`src/rtl/pipe_pkg.sv`:
```
// Shared types and constants for the EXE->MEM pipeline register slice.
package pipe_pkg;

    localparam int DATA_W_DEF   = 16;
    localparam int REG_W_DEF    = 4;
    localparam int MEMCTL_W_DEF = 2;

    localparam int MEMCTL_RD_BIT = 0;
    localparam int MEMCTL_WR_BIT = 1;

    typedef enum logic [1:0] {
        EMPTY,
        ONE,
        TWO
    } skid_state_t;

    typedef struct packed {
        logic [MEMCTL_W_DEF-1:0] memctl;
        logic                    wb;
        logic [DATA_W_DEF-1:0]   alu;
        logic [DATA_W_DEF-1:0]   wdata;
        logic [REG_W_DEF-1:0]    wreg;
    } exe_mem_pkt_t;

    function automatic int pkt_width(input int data_w, input int reg_w, input int memctl_w);
        return memctl_w + 1 + 2 * data_w + reg_w;
    endfunction

endpackage

```
`src/rtl/pipe_slot.sv`:
```
// One payload register of the skid pair: synchronous clear beats load enable.
module pipe_slot #(
    parameter int W = 8
) (
    input  logic         clk,
    input  logic         rst,
    input  logic         load,
    input  logic [W-1:0] d,
    output logic [W-1:0] q
);

    always_ff @(posedge clk) begin
        if (rst) begin
            q <= '0;
        end else if (load) begin
            q <= d;
        end
    end

endmodule

```
`src/rtl/exe_mem_skid.sv`:
```
// EXE->MEM pipeline register with a two-entry skid buffer, flush and forwarding tap.
// in_ready and out_valid depend only on the state register, so no ready path crosses the stage.
module exe_mem_skid
    import pipe_pkg::*;
#(
    parameter int DATA_W   = 16,
    parameter int REG_W    = 4,
    parameter int MEMCTL_W = 2
) (
    input  logic                clk,
    input  logic                rst,
    input  logic                flush,
    input  logic                in_valid,
    output logic                in_ready,
    input  logic [MEMCTL_W-1:0] controlmem_in,
    input  logic                controlwb_in,
    input  logic [DATA_W-1:0]   alu_in,
    input  logic [DATA_W-1:0]   wdata_in,
    input  logic [REG_W-1:0]    wreg_in,
    output logic                out_valid,
    input  logic                out_ready,
    output logic                memread_out,
    output logic                memwrite_out,
    output logic                controlwb_out,
    output logic [DATA_W-1:0]   alu_out,
    output logic [DATA_W-1:0]   wdata_out,
    output logic [REG_W-1:0]    wreg_out,
    output logic                fwd_valid,
    output logic [REG_W-1:0]    fwd_reg,
    output logic [DATA_W-1:0]   fwd_data
);

    localparam int PKT_W = pkt_width(DATA_W, REG_W, MEMCTL_W);

    typedef struct packed {
        logic [MEMCTL_W-1:0] memctl;
        logic                wb;
        logic [DATA_W-1:0]   alu;
        logic [DATA_W-1:0]   wdata;
        logic [REG_W-1:0]    wreg;
    } pkt_t;

    skid_state_t state;
    skid_state_t state_next;

    pkt_t in_pkt;
    pkt_t head_d;
    pkt_t head_pkt;
    pkt_t skid_pkt;

    logic accept;
    logic fire;
    logic load_head;
    logic load_skid;
    logic head_from_skid;

    assign in_pkt = '{memctl: controlmem_in, wb: controlwb_in, alu: alu_in,
                      wdata: wdata_in, wreg: wreg_in};

    assign in_ready  = (state != TWO);
    assign out_valid = (state != EMPTY);
    assign accept    = in_valid & in_ready;
    assign fire      = out_valid & out_ready;

    always_ff @(posedge clk) begin
        if (rst) begin
            state <= EMPTY;
        end else begin
            state <= state_next;
        end
    end

    // Flush wins over everything except reset; a same-cycle accept is simply never loaded.
    always_comb begin
        state_next     = state;
        load_head      = 1'b0;
        load_skid      = 1'b0;
        head_from_skid = 1'b0;
        if (flush) begin
            state_next = EMPTY;
        end else begin
            case (state)
                EMPTY: begin
                    if (accept) begin
                        state_next = ONE;
                        load_head  = 1'b1;
                    end
                end
                ONE: begin
                    if (accept && fire) begin
                        load_head = 1'b1;
                    end else if (accept) begin
                        state_next = TWO;
                        load_skid  = 1'b1;
                    end else if (fire) begin
                        state_next = EMPTY;
                    end
                end
                TWO: begin
                    if (fire) begin
                        state_next     = ONE;
                        load_head      = 1'b1;
                        head_from_skid = 1'b1;
                    end
                end
                default: state_next = EMPTY;
            endcase
        end
    end

    assign head_d = head_from_skid ? skid_pkt : in_pkt;

    pipe_slot #(.W(PKT_W)) u_head (
        .clk  (clk),
        .rst  (rst),
        .load (load_head),
        .d    (head_d),
        .q    (head_pkt)
    );

    pipe_slot #(.W(PKT_W)) u_skid (
        .clk  (clk),
        .rst  (rst),
        .load (load_skid),
        .d    (in_pkt),
        .q    (skid_pkt)
    );

    // Controls are gated so an empty stage always looks like a bubble downstream.
    assign memread_out   = out_valid & head_pkt.memctl[MEMCTL_RD_BIT];
    assign memwrite_out  = out_valid & head_pkt.memctl[MEMCTL_WR_BIT];
    assign controlwb_out = out_valid & head_pkt.wb;
    assign alu_out       = head_pkt.alu;
    assign wdata_out     = head_pkt.wdata;
    assign wreg_out      = head_pkt.wreg;

    assign fwd_valid = out_valid & controlwb_out & ~memread_out;
    assign fwd_reg   = head_pkt.wreg;
    assign fwd_data  = head_pkt.alu;

endmodule

```
`config.mk`:
```
export PLATFORM = sky130hd
export DESIGN_NAME = exe_mem_skid
export DESIGN_NICKNAME = d
export VERILOG_FILES = /design/src/rtl/pipe_pkg.sv /design/src/rtl/pipe_slot.sv /design/src/rtl/exe_mem_skid.sv
export SDC_FILE = /design/constraint.sdc
export NUM_CORES = 1
export LEC_CHECK = 0
export BUFFER_PORTS_ARGS = -buffer_cell sky130_fd_sc_hd__buf_2
export CELL_PAD_IN_SITES_DETAIL_PLACEMENT = 1
export CELL_PAD_IN_SITES_GLOBAL_PLACEMENT = 1
export CORE_UTILIZATION = 30
export CTS_CLUSTER_SIZE = 24
export DETAILED_ROUTE_END_ITERATION = 8
export PLACE_DENSITY_LB_ADDON = 0.1
export SYNTH_ARGS = -nofsm -noshare
export SYNTH_HDL_FRONTEND = slang
export SYNTH_HIERARCHICAL = 1
export SYNTH_SLANG_ARGS = --single-unit
```
`constraint.sdc`:
```
create_clock -name clk -period 4 [get_ports clk]
set_clock_uncertainty 0.05 [all_clocks]
set_input_delay 0.4 -clock clk [delete_from_list [all_inputs] [get_ports clk]]
set_output_delay 0.4 -clock clk [all_outputs]
set_load 0.02 [all_outputs]
```
Word level (Yosys, flattened, before mapping) --
Cells that the tools add are included. W data, S select, Z words.
Storage, ports and cells: register bits after elaboration 80, bits of input ports 44, word-level logic and storage cells 40
Cells by class: equality and inequality tests 7, mux-type cells 17, bitwise gates (word level) 8, reduce and logical (&&, ||, !) cells 5
Operator list (count):
- $mux W39 | 1
- $mux W2 | 5
- $mux W1 | 9
- $ne A2 B2 Y1 const B | 4
- $and A1 B1 Y1 | 7
- $pmux W2 S3 | 1
- $reduce_and A4 Y1 | 1
- $ne A3 B3 Y1 const B | 1
- $pmux W1 S3 | 1
- $eq A2 B1 Y1 const B | 1
- $eq A2 B2 Y1 const B | 1
- $logic_not A2 Y1 | 1
- $reduce_bool A2 Y1 | 1
- $reduce_or A2 Y1 | 1
- $logic_and A1 B1 Y1 | 1
- $not A1 Y1 | 1

Logic depth before layout (Yosys ltp) --
depth in word-level cells 6, mapped depth 8, depth with buffers taken out 5

By module --
Netlist, hierarchy kept.
By module, submodules not included:
- pipe_slot | times used 2, cells each 126, area an instance 1400.1 sq um, sequential area each 780.7 sq um
- exe_mem_skid | times used 1, cells each 85, area an instance 803.3 sq um, sequential area each 40.0 sq um

Worst setup path before layout --
OpenSTA, ideal clock, no wires.
path kind register to output, start point register state[1], end point output fwd_valid, arrival time 1.251 ns, required time 3.550 ns, setup slack 2.299 ns, stages on the path, launching flop included 4, path buffers 0, cell sequence dfxtp_1 > nor2_1 > nor2b_1 > nor2b_1
On the way: word-level cells in the longest chain between the ends 4, elaborated cells on any way between the ends 6, classes of those cells bitwise: 5; reduce/logical: 1
RTL lines:
- start: declaration | RTL line exe_mem_skid.sv:43 | skid_state_t state;
- start signal: assignment | RTL line exe_mem_skid.sv:69 | state <= state_next;
- $reduce_bool A2 Y1 | RTL line exe_mem_skid.sv:61 | assign out_valid = (state != EMPTY);
- $and A1 B1 Y1 | RTL line exe_mem_skid.sv:132 | assign controlwb_out = out_valid & head_pkt.wb;
- named net controlwb_out | RTL line exe_mem_skid.sv:24 | output logic controlwb_out,
- $and A1 B1 Y1 (2 in series) | RTL line exe_mem_skid.sv:137 | assign fwd_valid = out_valid & controlwb_out & ~memread_out;
- end: declaration | RTL line exe_mem_skid.sv:28 | output logic fwd_valid,
The timed path passes the listed nets, and every way through them passes these cells.

Worst setup path after layout --
start point register state[1], end point register u_head.q[2]
On the way: word-level cells in the longest chain between the ends 6, elaborated cells on any way between the ends 16, classes of those cells eq/ne: 3; mux: 8; bitwise: 2; reduce/logical: 3
RTL lines:
- $ne A2 B2 Y1 / $reduce_bool A2 Y1 (equally long branches) | RTL line exe_mem_skid.sv:60, exe_mem_skid.sv:61
- $and A1 B1 Y1 (on tied branches) | RTL line exe_mem_skid.sv:62, exe_mem_skid.sv:63
- $logic_and A1 B1 Y1 | RTL line exe_mem_skid.sv:90 | if (accept && fire) begin
- $mux W1 | RTL line exe_mem_skid.sv:90
- $pmux W1 S3 (*) | RTL line exe_mem_skid.sv:82 | case (state)
- $mux W1 (*) | RTL line exe_mem_skid.sv:79 | if (flush) begin
- named net load_head | RTL line exe_mem_skid.sv:53 | logic load_head;
- end signal: assignment | RTL line pipe_slot.sv:14 | q <= '0;
- end signal: assignment | RTL line pipe_slot.sv:16 | q <= d;
- end: declaration | RTL line pipe_slot.sv:9 | output logic [W-1:0] q
The timed path passes the listed nets; every way through them passes the cells marked *. A chain may end at the register's enable or synchronous reset.

==> impl_metrics.tcl <==
set metrics [dict create \
    root_buffer "clkbuf_16" \
    vias 2567 \
    final_cell_mix "buf_2 (105), dfxtp_1 (80), nor2_1 (79)" \
    setup_ws_ns 1.72 \
    coreArea_mm2 0.0116 \
    fin_tns_setup_ns 0 \
    violations "DRC" \
    crit_required_ns 4.14 \
    cts_resized 0 \
    cts_tree "built" \
    grt_pass1_wl_um 13300 \
    critical_path.top_delay_family "compound AO/OA/AOI/OAI gates" \
    postRouteAntennaNets 0 \
    finalSetupViolCount 0 \
    grt_max_degree 47 \
    place_congestion 0.671 \
    antenna_found_initial 1 \
    track_usage_pct 13.8 \
    ctsHoldBuffers 0 \
    dp_hpwl_um 5410 \
    cts_max_path_buffers 2 \
    hold_class "in2reg" \
    cp-end-kind "flop" \
    pre_cts_ws_ns 1.63 \
    syn_inst 337 \
    wl_met2_um 3760 \
    met1_length_um 3820 \
    synth_top_area_share_pct 44.4 \
    ys_ff_latch 80 \
    drtPass1Iterations 8 \
    synthTopCellsByArea "dfxtp_1 (44%), mux2i_1 (22%), mux2_2 (9.1%)" \
    drt-total-wl_um 8200 \
    final_common_cell "buf_2" \
    initial_core_util_pct 31.2 \
    synth.distinct_cells 22 \
    clk_pin_slew_worst_paths_ns 0.06 \
    rsz0062_at_grt "false" \
    ios 106 \
    placedInstanceArea_mm2 0.00403 \
    synthToLayoutAreaGrowth_pct 20.1 \
    die_h_um 112 \
    cts_setup_buffers 0 \
    final_area_mm2 0.00433 \
    num_rows 39 \
    cap_violations 0 \
    grt-ovfl-total 0 \
    die_x_um 112 \
    synth_area_mm2 0.00360 \
    top_layer "met5" \
    arrival_ns 2.41 \
    finalMaxSlewViolations 0 \
    io_buffers 105 \
    wire_per_inst_um 14.5 \
    antenna_cells 0 \
    crit_fanout 20 \
    fin_crit_sh_pct 56.9 \
    yosys_warnings 6 \
    hold_violations 0 \
    drt_iter0_markers 92 \
    worstSkewPairLatency_ns 0.33 \
    crit_type "reg2reg" \
    hold_ws_ns 0.273 \
    fin_util_pct 37.4 \
    syn_nets 381 \
    seq_area_frac_synth_pct 44.4 \
    fillerInstances 1352 \
    max_stage_delay_ns 0.75 \
    die-area_mm2 0.0125 \
    fmax_mhz 439 \
    grt_pass1_vias 2567 \
    vdd_drop_max_mv 0.241 \
    r2r_setup_slack_ns 1.72 \
    wl_met3_um 499 \
    slowest_stage "a21oi_4" \
    cts_htree_levels 3 \
    cts.sinks 80 \
    synth_top_area_cell "dfxtp_1" \
    crit_buf_inv 1 \
    viasPerCell 4.54 \
    remaining_drc_errors 10 \
    period_minus_slack_ns 2.28 \
    synth.avg_cell_area_um2 10.7 \
    drive_gt1_share_pct 37.4 \
    p_leak_uw 0.00186 \
    cts_buffers 9 \
    powerDensity_mw_per_mm2 436 \
    fin_nets 461 \
    worstPathCellList "nand2_1 -> a21o_1 -> a21oi_4 -> buf_12 -> mux2i_1 -> nor2_1" \
    worst_pin_slew_ns 0.933 \
    status "finished with violations" \
    slew_headroom_pct 37.7 \
    cp-start-kind "flop" \
]
where the power goes:
| group | leakage (uW) | internal [uW] | switching (uW) | total [uW] |
|---|---|---|---|---|
| Sequential | 0.000650 | 825 | 17.0 | 842 |
| Clock | 0.000150 | 516 | 312 | 828 |
| Combinational | 0.00106 | 91.6 | 125 | 217 |
| Total | 0.00186 | 1430 | 454 | 1890 |
sequential cells by signal, summed over array words and instances, names as in the netlist:
name / count
state: 2
u_skid/q: 39
u_head/q: 39
stage by stage:
| step | total power, uW | instances |
|---|---|---|
| after global routing | 1980 | 565 |
| after detailed placement | 1080 | 549 |
| after floorplan | 1020 | 337 |
| after global placement | 1080 | 549 |
| after CTS | 1930 | 565 |
| final | 1890 | 565 |
per-layer routing:
metal  GRT usage, %  vias to the layer above
li1               -                     1279
met1           17.0                     1210
met2           21.9                       68
met3           4.68                        8
met4           5.68                        2
met5              0                        -
cell families after synthesis:
group                  synth area share [%]
and+or+nand+nor                        11.0
DFF                                    44.4
AOI/OAI and AO/OA                     0.833
buffers and inverters                  9.90
muxes                                  33.9
cell type report:
class,instances,area (um2),share of cell area (%)
Clock inverter,3,40.0,0.925
Clock buffer,13,260,6.01
Multi-Input combinational cell,214,1660,38.4
Sequential cell,80,1600,37.0
Tap cell,143,179,4.13
Timing Repair Buffer,111,583,13.5
Inverter,1,3.75,0.0867
worst register-to-register path, cell delays in order (launching register included):
cell,delay (ns)
dfxtp_1,0.45
nand2_1,0.10
a21o_1,0.23
a21oi_4,0.75
buf_12,0.28
mux2i_1,0.24
nor2_1,0.05
path summary, 6_finish.rpt:
path,start,to,cells past startpoint
min reg2reg,u_skid/q[30],u_skid/q[30],2
min,out_ready,state[1],2
max,state[1],u_head/q[2],6
max reg2reg,state[1],u_head/q[2],6
synthesized netlist by cell type:
library cell	count
a311oi_1	1
mux2_1	10
buf_2	2
mux2_2	29
nor2b_1	5
mux2i_1	78
or3_1	1
nor3b_4	1
nand2_1	3
buf_12	4
nand2b_1	2
nand2b_4	1
a21o_1	1
a21oi_1	1
a2111oi_0	1
nor2_1	79
buf_6	4
buf_4	26
inv_1	1
nor3_1	1
dfxtp_1	80
clkbuf_1	6
Power figures use the tool's default switching activity.
